**src/rtl/spi_rd_sched.sv**
```systemverilog
// spi_rd_sched: two-requester scheduler for SPI register reads.
// Grants one requester and then runs a chip-select frame on the SPI pins.
// The address byte goes out on MOSI, LSB first. DSIZE data bits are then
// sampled from MISO, LSB first. The assembled word is returned with the
// requester id.
// Optional macro SPI_RR_ARB_EN: when defined, ties are settled round-robin.
// When undefined (the default build), req0 has fixed priority.
module spi_rd_sched #(
  parameter int DSIZE  = 8,
  parameter int CS_GAP = 2
) (
  input  logic             spi_clk,
  input  logic             spi_rst,
  input  logic             req0,
  input  logic             req1,
  input  logic [DSIZE-1:0] addr0,
  input  logic [DSIZE-1:0] addr1,
  output logic             gnt0,
  output logic             gnt1,
  output logic [DSIZE-1:0] rd_data,
  output logic             rd_valid,
  output logic             rd_id,
  output logic             busy,
  output logic             spi_cs,
  output logic             spi_mosi_out,
  input  logic             spi_miso_in
);

  localparam int BW = (DSIZE > 1) ? $clog2(DSIZE) : 1;
  localparam int GW = (CS_GAP > 1) ? $clog2(CS_GAP) : 1;
  localparam logic [BW-1:0] LAST_BIT = BW'(DSIZE - 1);
  localparam logic [GW-1:0] LAST_GAP = GW'(CS_GAP - 1);

  typedef enum logic [2:0] {
    IDLE  = 3'd0,
    SETUP = 3'd1,
    ADDR  = 3'd2,
    DATA  = 3'd3,
    GAP   = 3'd4
  } state_t;

  state_t           state_reg;
  logic [BW-1:0]    cnt_reg;
  logic [GW-1:0]    gap_cnt_reg;
  logic [DSIZE-1:0] addr_reg;
  logic [DSIZE-1:0] shift_reg;
  logic             id_reg;

  logic             arb_slot;
  logic             grant_win;
  logic             grant_sel;
  logic [DSIZE-1:0] word_next;

  // Shift register with the bit currently on MISO merged in at position cnt.
  // On the last data bit this gives the complete word.
  genvar gi;
  generate
    for (gi = 0; gi < DSIZE; gi++) begin : g_word
      assign word_next[gi] = (cnt_reg == BW'(gi)) ? spi_miso_in : shift_reg[gi];
    end
  endgenerate

  // A grant may be issued while idle, or on the final cycle of the CS gap.
  // The second case keeps back-to-back reads at the minimum spacing.
  assign arb_slot  = (state_reg == IDLE) ||
                     ((state_reg == GAP) && (gap_cnt_reg == LAST_GAP));
  assign grant_win = arb_slot && (req0 || req1);

`ifdef SPI_RR_ARB_EN
  logic last_id_reg;

  // On a tie the requester granted last time loses. A lone requester always wins.
  assign grant_sel = (req0 && req1) ? ~last_id_reg : req1;

  // Record the last grant. Reset points at requester 1 so that requester 0 wins the first tie.
  always_ff @(posedge spi_clk) begin
    if (spi_rst) begin
      last_id_reg <= 1'b1;
    end else if (grant_win) begin
      last_id_reg <= grant_sel;
    end
  end
`else
  // Fixed priority: requester 1 is selected only when requester 0 is not asking.
  assign grant_sel = ~req0;
`endif

  // Sequencer. It issues the grant, the frame, the address shift-out, the data capture and the CS gap.
  always_ff @(posedge spi_clk) begin
    if (spi_rst) begin
      state_reg    <= IDLE;
      cnt_reg      <= '0;
      gap_cnt_reg  <= '0;
      addr_reg     <= '0;
      shift_reg    <= '0;
      id_reg       <= 1'b0;
      gnt0         <= 1'b0;
      gnt1         <= 1'b0;
      rd_data      <= '0;
      rd_valid     <= 1'b0;
      rd_id        <= 1'b0;
      busy         <= 1'b0;
      spi_cs       <= 1'b1;
      spi_mosi_out <= 1'b0;
    end else begin
      gnt0     <= 1'b0;
      gnt1     <= 1'b0;
      rd_valid <= 1'b0;

      case (state_reg)
        IDLE: begin
          spi_cs       <= 1'b1;
          spi_mosi_out <= 1'b0;
        end
        SETUP: begin
          spi_cs       <= 1'b0;
          spi_mosi_out <= 1'b0;
          cnt_reg      <= '0;
          state_reg    <= ADDR;
        end
        ADDR: begin
          spi_mosi_out <= addr_reg[cnt_reg];
          if (cnt_reg == LAST_BIT) begin
            cnt_reg   <= '0;
            state_reg <= DATA;
          end else begin
            cnt_reg <= cnt_reg + BW'(1);
          end
        end
        DATA: begin
          spi_mosi_out <= 1'b0;
          shift_reg    <= word_next;
          if (cnt_reg == LAST_BIT) begin
            rd_data     <= word_next;
            rd_valid    <= 1'b1;
            rd_id       <= id_reg;
            spi_cs      <= 1'b1;
            cnt_reg     <= '0;
            gap_cnt_reg <= '0;
            state_reg   <= GAP;
          end else begin
            cnt_reg <= cnt_reg + BW'(1);
          end
        end
        GAP: begin
          spi_cs <= 1'b1;
          if (gap_cnt_reg == LAST_GAP) begin
            gap_cnt_reg <= '0;
            busy        <= 1'b0;
            state_reg   <= IDLE;
          end else begin
            gap_cnt_reg <= gap_cnt_reg + GW'(1);
          end
        end
        default: begin
          state_reg <= IDLE;
        end
      endcase

      // A grant overrides the idle/gap-exit updates made above.
      if (grant_win) begin
        gnt0      <= ~grant_sel;
        gnt1      <= grant_sel;
        addr_reg  <= grant_sel ? addr1 : addr0;
        id_reg    <= grant_sel;
        busy      <= 1'b1;
        state_reg <= SETUP;
      end
    end
  end

endmodule

```
**config.mk**
```make
export PLATFORM = sky130hd
export DESIGN_NAME = spi_rd_sched
export DESIGN_NICKNAME = d
export VERILOG_FILES = /design/src/rtl/spi_rd_sched.sv
export SDC_FILE = /design/constraint.sdc
export NUM_CORES = 1
export LEC_CHECK = 0
export CAP_MARGIN = 20
export CORE_MARGIN = 1
export CORE_UTILIZATION = 50
export CTS_BUF_LIST = sky130_fd_sc_hd__clkbuf_8 sky130_fd_sc_hd__clkbuf_16
export CTS_CLUSTER_SIZE = 14
export DETAILED_ROUTE_END_ITERATION = 7
export PLACE_DENSITY_LB_ADDON = 0.05
export SYNTH_ARGS = -nofsm -noshare
export SYNTH_HDL_FRONTEND = slang
export SYNTH_SLANG_ARGS = --single-unit
```
**constraint.sdc**
```tcl
create_clock -name spi_clk -period 2.3 [get_ports spi_clk]
set_clock_uncertainty 0.05 [all_clocks]
set_input_delay 0.46 -clock spi_clk [delete_from_list [all_inputs] [get_ports spi_clk]]
set_output_delay 0.46 -clock spi_clk [all_outputs]
set_load 0.005 [all_outputs]
```
### Yosys cells after proc, flatten, opt, wreduce, memory -nomap -nowiden

Index checks and enable logic that the tools add are counted.

| cells by class | value |
|---|---|
| equal/unequal tests | 18 |
| $lt $le $gt $ge | 1 |
| multiplexer cells | 28 |
| add/subtract/negate cells | 2 |
| reduce and logical (&&, ||, !) cells | 24 |
| bitwise gates (word level) | 4 |

Operators with widths:

| operator | number |
|---|---|
| $mux 1 | 17 |
| $eq 3x3->1 const B | 5 |
| $pmux 3 s5 | 1 |
| $eq 3x2->1 const B | 4 |
| $mux 3 | 4 |
| $reduce_bool 2->1 | 5 |
| $reduce_or 2->1 | 5 |
| $ne 3x3->1 const B | 3 |
| $mux 8 | 1 |
| $ne 2x2->1 const B | 4 |
| $reduce_and 2->1 | 4 |
| $reduce_and 4->1 | 2 |
| $eq 3x1->1 const B | 2 |
| $logic_not 3->1 | 2 |
| $pmux 3 s2 | 1 |
| $lt 3x4->1 const B | 1 |
| $not 1->1 | 4 |
| $pmux 1 s2 | 2 |
| $add 3x1->3 const B | 1 |
| $bmux 1 s3 | 1 |
| $pmux 1 s3 | 1 |
| $reduce_bool 3->1 | 1 |
| $reduce_or 3->1 | 1 |
| $logic_and 1x1->1 | 2 |
| other kinds (2) | 3 |

| word-level totals | value |
|---|---|
| bits of input ports | 21 |
| register bits after elaboration | 39 |

### Longest topological paths before layout

Gate-level depths: netlist (run 1).

| logic depth | value |
|---|---|
| depth in word-level cells | 6 |
| mapped depth | 7 |

### Least setup slack after synthesis (run 1)

OpenSTA, ideal clock, no wires.

| timing path | value |
|---|---|
| path type | register to register |
| start | register cnt_reg[0] |
| end | register rd_data[5] |
| arrival time | 1.556 ns |
| path slack | 0.608 ns |
| stages on the path, launching flop included | 8 |
| library setup time | 0.086 ns |
| cells stage by stage | dfxtp_1 ha_1 ha_1 and4b_1 buf_2 buf_6 nor2_1 a211oi_1 |

| between the ends | value |
|---|---|
| word-level cells in the longest chain between the ends | 2 |

RTL lines:

| what | RTL line | source |
|---|---|---|
| from (decl) | 43 | `logic [BW-1:0] cnt_reg;` |
| from (signal assigned) | 127 | `cnt_reg <= cnt_reg + BW'(1);` |
| from (signal assigned) | 142 | `cnt_reg <= cnt_reg + BW'(1);` |
| $eq 3x3->1, on equally long branches | 59, 133 |  |
| $mux 1 / $reduce_and 2->1 (equally long branches) | - |  |
| to (signal assigned) | 134 | `rd_data <= word_next;` |
| to (decl) | 20 | `output logic [DSIZE-1:0] rd_data,` |

Parallel ways exist; a longest one is shown, timed or not.
A chain may end at the register's enable or synchronous reset.

### Worst setup path after layout (run 1)

Ends and elaborated chain as after synthesis.

==> results of run 1 <==
-- final cells by class --
| class | count | area [sq um] |
|---|---|---|
| Sequential cell | 38 | 761 |
| Tap cell | 46 | 57.6 |
| Timing Repair Buffer | 39 | 380 |
| Inverter | 5 | 18.8 |
| Clock buffer | 6 | 82.6 |
| Fill cell | 318 | 1180 |
| Multi-Input combinational cell | 126 | 887 |
-- logic make-up after synthesis --
logic type	synth area share
compound gates	0.199
simple gates	0.153
flops	0.432
buf+inv	0.0653
mux	0.104
fa+ha+maj	0.0426
xor+xnor	0.00497
-- report_power, final --
| group | switching [W] | leakage [nW] | internal (W) |
|---|---|---|---|
| sequential | 0.0000333 | 0.310 | 0.000698 |
| combinational | 0.0000957 | 0.439 | 0.000109 |
| clock | 0.000214 | 0.0431 | 0.000231 |
| total | 0.000343 | 0.793 | 0.00104 |
-- routing by layer --
metal	track usage	wire, microns	up-vias
met5	0	0	-
met4	0.108	70	0
met3	0.0735	204	8
met2	0.349	1800	47
met1	0.251	1510	676
li1	-	-	730
-- worst max-delay path, delay by kind of cell (launching register included) --
family | cells | cell delay, ps
AO/OA/AOI/OAI | 1 | 230
adder cells (fa/ha/maj) | 2 | 550
flip-flops | 1 | 520
AND/OR/NAND/NOR | 2 | 560
-- worst max-delay path by stage --
stage | end | cells past startpoint | startpoint
6_report | rd_data[5]$_SDFFE_PP0P_ | 5 | cnt_reg[0]$_SDFFE_PP0P_
5_1_grt | rd_data[5]$_SDFFE_PP0P_ | 5 | cnt_reg[0]$_SDFFE_PP0P_
4_1_cts | rd_data[5]$_SDFFE_PP0P_ | 5 | cnt_reg[0]$_SDFFE_PP0P_
3_5_place_dp | rd_data[5]$_SDFFE_PP0P_ | 5 | cnt_reg[0]$_SDFFE_PP0P_
3_3_place_gp | rd_data[1]$_SDFFE_PP0P_ | 5 | cnt_reg[0]$_SDFFE_PP0P_
2_1_floorplan | rd_data[5]$_SDFFE_PP0P_ | 7 | cnt_reg[0]$_SDFFE_PP0P_
-- per-stage QoR --
step,power (W),hold WS (ps),instance area [sq um],instances
final,0.00138,409,2190,260
after global routing,0.00145,425,2190,260
after CTS,0.00139,408,2190,260
after detailed placement,0.000951,398,2100,254
after global placement,0.000943,394,2100,254
after floorplan,0.000872,381,1760,187
-- synth_stat cells (2+ instances only) --
library cell | instances | area share
sky130_fd_sc_hd__o21ai_1 | 3 | 0.0085
sky130_fd_sc_hd__buf_6 | 2 | 0.013
sky130_fd_sc_hd__a2111oi_0 | 2 | 0.0099
sky130_fd_sc_hd__or2_1 | 2 | 0.0071
sky130_fd_sc_hd__buf_2 | 8 | 0.023
sky130_fd_sc_hd__clkbuf_1 | 5 | 0.011
sky130_fd_sc_hd__mux2i_1 | 16 | 0.091
sky130_fd_sc_hd__a211oi_1 | 23 | 0.098
sky130_fd_sc_hd__nand3_1 | 5 | 0.014
sky130_fd_sc_hd__a31oi_1 | 9 | 0.032
sky130_fd_sc_hd__buf_1 | 2 | 0.0043
sky130_fd_sc_hd__inv_1 | 5 | 0.011
sky130_fd_sc_hd__ha_1 | 6 | 0.043
sky130_fd_sc_hd__nor2b_1 | 4 | 0.014
sky130_fd_sc_hd__nand2_1 | 7 | 0.015
sky130_fd_sc_hd__nor2_1 | 16 | 0.034
sky130_fd_sc_hd__dfxtp_1 | 38 | 0.43
sky130_fd_sc_hd__a21oi_1 | 10 | 0.028
sky130_fd_sc_hd__or3_1 | 2 | 0.0071
sky130_fd_sc_hd__and3_1 | 2 | 0.0071
==> results, run 1 <==
- The endpoint type of the worst setup path is a register.
- The Yosys step of the flow raised 0 warnings.
- The full die area is 0.00377 sq mm.
- The total global-route track usage is 0.214.
- Buffers placed on the I/O ports in this run total 35.
- The total wire length is 3.58 mm.
- For the finished layout, the period the worst path requires is 1990 ps.
- The first TritonRoute pass finished after 4 iterations.
- The fraction of layout instances using a drive strength above 1 is 0.0748.
- The hold-fix buffer count after cts is 0.
- The clock transition at the registers of the reported paths is 70 ps.
- Data on the critical path is required at its endpoint by 2450 ps.
- The number of distinct library cell variants in the gate-level netlist after synthesis is 40.
- The total setup violations reported at the end of the flow is 0.
- Of all flip-flops after synthesis, the portion carrying an async set or reset was 0.
- The worst hold path was traced through 2 stages.
- The number of buffers inserted during clock tree synthesis is 5.
- The highest cell delay on the worst timing path is 520 ps.
- The remaining global-route overflow is 0.
- The H-tree depth is 2.
- VDD sags by at most 424 uV.
- In this run the standard cell core region covers 0.00336 sq mm.
- Once layout is complete, the utilization of the core stands at 0.650.
- The final setup slack of the worst path is 310 ps.
- The placer's final routability congestion estimate is 0.778.
- The count of flip-flops with a built-in enable after synthesis is 0.
- The setup slack of the worst register-to-register path is 310 ps.
- The detailed router finished its first iteration with 117 violations.
- Setup repair after global routing left no endpoint under its margin.
- Detailed placement ended at an HPWL of 2.58 mm.
- After technology mapping, the gate count stands at 187.
- Measured along the x axis, the die boundary spans 61.4 microns.
- The initial antenna violation count is 0.
- Across the run, the number of max-cap violations was 0.
- The type of the setup path with the least slack is register to register.
- The clock root buffer is sky130_fd_sc_hd__clkbuf_8.
- The maximum number of pins on one net before global-route repair is 38.
- The most used flip-flop cell after synthesis is sky130_fd_sc_hd__dfxtp_1.
- The number of global-route vias before repair was 1295.
- After floorplanning, the core was divided into 21 placement rows.
- The final number of max-transition violations is 0.
- The library cells used most frequently in the layout, excluding fill and tap cells, are sky130_fd_sc_hd__dfxtp_1, sky130_fd_sc_hd__clkdlybuf4s50_1, sky130_fd_sc_hd__a211oi_1.
- The leading cell type in the layout, fill and taps excluded is sky130_fd_sc_hd__dfxtp_1.
- The leakage power figure is 0.793 nW.
- The register bit total from synthesis is 38.
- The wire length of the first global-routing pass is 5.78 mm.
- The initial utilization of the core area, before any placement, comes to 0.524.
- TritonCTS built the clock tree.
- The repair_antennas step left the layout with diodes totalling 0.
- The post-detailed-route via-to-cell ratio is 5.62.
- The worst-case headroom to the max-slew limit is 0.665.
- For this run, the top clock speed supported by timing is 503 MHz.
- The I/O pin count is 36.
- Traced cell by cell, the critical path runs through ha_1 > ha_1 > and4b_2 > nor2_1 > a211oi_1.
- The count of nets left with antenna violations once routing finished came out at 0.
- The worst register-to-register path has a depth of 5.
- The final period utilization is 0.865.
- By instance count, the cell type seen most on the critical path is sky130_fd_sc_hd__ha_1.
- The number of endpoints with negative hold slack in the final report is 0.
- In this run the worst path has a maximum fanout of 16.
- The TritonCTS sink count is 38.
- A synthesized cell averages 9.42 sq um.
- The number of nets in the synthesized netlist is 214.
- The endpoint of the most critical register-to-register path is rd_data[5]$_SDFFE_PP0P_.
- The maximum root-to-sink buffer count is 2.
- STA classifies the critical path startpoint as a register.
- The mapped netlist covers 0.00176 sq mm.
- The remaining routing DRC violations is 0.
- The worst hold path begins at rd_data[7]$_SDFFE_PP0P_.
- Power spread over the standard cell area amounts to 632 mW/mm^2.
- The pin slew with the least headroom to its limit is 502 ps.
- The final layout contains 242 nets.
- The via count is 1461.
- The arrival time at the worst endpoint is 2140 ps.
- In this run the worst hold path is classified as register to register.
- The signed area change from the synthesized netlist to the final layout is 24.1%.
- After clock tree synthesis, the repair step resized 0 gates.
- The run finished with clean final reports.
- The number of setup buffers added after CTS is 0.
- The vertical die dimension is 61.4 microns.
- The startpoint identified for the worst register-to-register timing path is cnt_reg[0]$_SDFFE_PP0P_.
- Setup total negative slack on the finished layout was measured at 0 ps.
- The insertion delay to the later sink of the worst-skew pair is 290 ps.
- After detailed routing, the average wire length per cell comes to 13.8 microns.
- The post-place setup slack is 168 ps.
- The sequential element share of the synthesized area is 0.432.
- Among all stages on the critical path, the largest delay is contributed by sky130_fd_sc_hd__dfxtp_1.
- The sink of the worst hold path is rd_data[7]$_SDFFE_PP0P_.
No activity file was read; power rests on OpenSTA's default activity.
==> run 2, diff against run 1 <==
- PLACE_DENSITY: default -> 0.79
- PLACE_DENSITY_LB_ADDON: 0.05 -> default
==> run 2 against run 1 <==
Non-clock buffer count stayed put. Wire length is 1.7% lower. Worst hold slack better by 5.4 ps. Combinational power hardly changed. Die area stayed put. Fmax is 6.1% lower. Core utilization is 0.22 points higher. Power is 1.2% higher. Sequential power hardly changed. Critical path depth stayed put. Highest routed layer unchanged.
==> results, run 2 (same netlist as run 1, synthesis figures left out) <==
- The post-cts resize count is 0 (unchanged).
- The total wire length was 3.52 mm (was 3.58 mm).
- The number of DRC markers in iteration 0 was 93 (was 117).
- The most crowded layer after global routing is met2 (unchanged).
- The arrival time at the worst endpoint is 2270 ps (was 2140 ps).
- The routing usage on met2 came to 0.352 (was 0.349).
- Status: finished, final reports clean (unchanged).
- The signed area change from the synthesized netlist to the final layout is 24.6% (was 24.1%).
- The setup slack of the worst register-to-register path is 180 ps (was 310 ps).
- The I/O pin count is 36 (unchanged).
- The required time of the critical path is 2450 ps (about the same).
- The critical path's slowest cell is sky130_fd_sc_hd__and4b_1 (was sky130_fd_sc_hd__dfxtp_1).
- The number of global-route vias before repair is 1328 (was 1295).
- The final number of max-transition violations is 0 (unchanged).
- The worst hold path class is register to register (unchanged).
- The startpoint of the worst register-to-register path is cnt_reg[0]$_SDFFE_PP0P_ (unchanged).
- The placed wire-length estimate after detailed placement was 2.49 mm (was 2.58 mm).
- The clock root buffer is sky130_fd_sc_hd__clkbuf_8 (unchanged).
- The maximum root-to-sink buffer count came to 2 (unchanged).
- The clock period minus final worst setup slack is 2120 ps (was 1990 ps).
- The total global-route track usage was 0.212 (was 0.214).
- The instance count on the critical path is 5 (unchanged).
- The power per unit of standard cell area came to 637 mW/mm^2 (was 632 mW/mm^2).
- The H-tree depth came to 2 (unchanged).
- The placer's final routability congestion estimate was 0.831 (was 0.778).
- The final setup TNS is 0 ps (unchanged).
- The number of cell rows is 21 (unchanged).
- The leading cell type in the layout, fill and taps excluded is sky130_fd_sc_hd__dfxtp_1 (unchanged).
- The met3 track utilization from global routing came to 0.0672 (was 0.0735).
- Setup repair after global routing missed its margin: no (unchanged).
- The number of buffer and inverter instances along the worst setup path is 0 (unchanged).
- The worst-case headroom to the max-slew limit is 0.633 (was 0.665).
- The number of instances on the worst hold path came to 2 (unchanged).
- The leakage power figure was 0.803 nW (was 0.793 nW).
- The total setup violations reported at the end of the flow came to 0 (unchanged).
- The worst hold margin is 415 ps (was 409 ps).
- The top fanout value on the critical path is 16 (unchanged).
- The routed length per placed instance is 13.5 microns (was 13.8 microns).
- The remaining antenna violation count was 0 (unchanged).
- The total of max-cap violations is 0 (unchanged).
- The sort of element at the start of the critical path is a register (unchanged).
- The first-pass iteration count of the detailed router was 4 (unchanged).
- The number of endpoints with negative hold slack in the final report is 0 (unchanged).
- The sink of the worst hold path is rd_id$_SDFFE_PP0P_ (was rd_data[7]$_SDFFE_PP0P_).
- The remaining routing DRC violations was 0 (unchanged).
- The type of the setup path with the least slack is register to register (unchanged).
- The post-detailed-route via-to-cell ratio is 5.56 (was 5.62).
- The total placed cells including tap cells is 254 (unchanged).
- The initial antenna violation count is 0 (unchanged).
- The maximum number of pins on one net before global-route repair was 38 (unchanged).
- The area of the core came to 0.00336 sq mm (unchanged).
- The highest cell delay on the worst timing path came to 600 ps (was 520 ps).
- The number of buffers inserted during clock tree synthesis is 5 (unchanged).
- The startpoint of the most critical hold path is rd_id$_SDFFE_PP0P_ (was rd_data[7]$_SDFFE_PP0P_).
- The vertical die dimension is 61.4 microns (unchanged).
- The hold-fix buffer count after cts is 0 (unchanged).
- The remaining global-route overflow came to 0 (unchanged).
- The clock tree from TritonCTS is built (unchanged).
- The clock transition at the registers of the reported paths is 70 ps (about the same).
- The share of the core filled with cells in the final layout was 0.653 (was 0.650).
- The full die area is 0.00377 sq mm (unchanged).
- The fraction of layout instances using a drive strength above 1 is 0.0741 (was 0.0748).
- The most prevalent standard cell on the critical path was sky130_fd_sc_hd__ha_1 (unchanged).
- The non-filler instance count after layout is 262 (was 260).
- The pin slew with the least headroom to its limit is 550 ps (was 502 ps).
- The number of cells on the worst reg-to-reg path came to 5 (unchanged).
- The wire length of the first global-routing pass came to 5.82 mm (was 5.78 mm).
- The timing-limited maximum frequency is 472 MHz (was 503 MHz).
- The final period utilization was 0.922 (was 0.865).
- The port buffer count came to 35 (unchanged).
- The endpoint of the most critical register-to-register path is rd_data[0]$_SDFFE_PP0P_ (was rd_data[5]$_SDFFE_PP0P_).
- The maximum VDD drop is 367 uV (was 424 uV).
- The initial cell density of the core is 0.524 (unchanged).
- The horizontal die dimension came to 61.4 microns (unchanged).
- The endpoint type of the worst setup path was a register (unchanged).
- The via count came to 1458 (was 1461).
- The number of setup buffers added after CTS was 0 (unchanged).
- Top library cells by usage in the layout, fill and taps aside: sky130_fd_sc_hd__dfxtp_1, sky130_fd_sc_hd__clkdlybuf4s50_1, sky130_fd_sc_hd__a211oi_1 (unchanged).
- The number of inserted filler cells in the final layout came to 301 (was 318).
- CP Cell Sequence: ha_1 > ha_1 > and4b_1 > nor2_1 > a211oi_1 (was ha_1 > ha_1 > and4b_2 > nor2_1 > a211oi_1).
- The kind of cell with the highest combined delay on the critical path is simple AND/OR/NAND/NOR gates (unchanged).
- The routing usage on met1 is 0.251 (about the same).
- The TritonCTS sink count came to 38 (unchanged).
- The layout net count is 242 (unchanged).
- The insertion delay to the later sink of the worst-skew pair was 290 ps (about the same).
- The antenna cell count came to 0 (unchanged).
[run 2: cell types whose count changed in the layout (fill, tap and decap cells not counted)]
cell                       before  now
sky130_fd_sc_hd__clkinv_2       0    1
sky130_fd_sc_hd__and4b_1        0    1
sky130_fd_sc_hd__inv_1          5    6
sky130_fd_sc_hd__and4b_2        1    0
[run 2: routing by layer]
layer | share of wire | vias to the layer above
li1 | - | 732
met1 | 0.44 | 670
met2 | 0.49 | 48
met3 | 0.056 | 8
met4 | 0.019 | 0
met5 | 0 | -
[run 2: how the worst max path moves through the flow]
stage | startpoint | end | slack (ps)
finish | cnt_reg[0]$_SDFFE_PP0P_ | rd_data[0]$_SDFFE_PP0P_ | 180
global route | cnt_reg[0]$_SDFFE_PP0P_ | rd_data[0]$_SDFFE_PP0P_ | 20
CTS | cnt_reg[0]$_SDFFE_PP0P_ | rd_data[0]$_SDFFE_PP0P_ | 160
detailed placement | cnt_reg[0]$_SDFFE_PP0P_ | rd_data[0]$_SDFFE_PP0P_ | 200
global placement | cnt_reg[0]$_SDFFE_PP0P_ | rd_data[5]$_SDFFE_PP0P_ | 330
floorplan | cnt_reg[0]$_SDFFE_PP0P_ | rd_data[5]$_SDFFE_PP0P_ | 610
[run 2: power by group]
part           internal (W)  switching [W]  total, W
sequential         0.000698      0.0000347  0.000733
clock              0.000237       0.000223  0.000460
combinational      0.000109      0.0000963  0.000205
total               0.00104       0.000354   0.00140
[run 2: worst min-delay path: cells and delay by family (launching register included)]
kind,cells,cell delay (ps)
and+or+nand+nor,1,50
DFF,1,320
AOI/OAI and AO/OA,1,50
[run 2: final cells by class]
class | instances | area (sq um) | share of cell area
Timing Repair Buffer | 39 | 380 | 0.173
Multi-Input combinational cell | 126 | 886 | 0.404
Clock inverter | 2 | 8.76 | 0.00399
Tap cell | 46 | 57.6 | 0.0262
Inverter | 5 | 18.8 | 0.00855
Clock buffer | 6 | 82.6 | 0.0376
Sequential cell | 38 | 761 | 0.347
[run 2: through the flow]
stage / power, W / setup WS (ps) / cell area (sq um)
floorplan: 0.000872 / 608 / 1760
global placement: 0.000940 / 329 / 2100
detailed placement: 0.000951 / 199 / 2100
CTS: 0.00141 / 158 / 2190
global route: 0.00147 / 16.7 / 2190
finish: 0.00140 / 180 / 2190
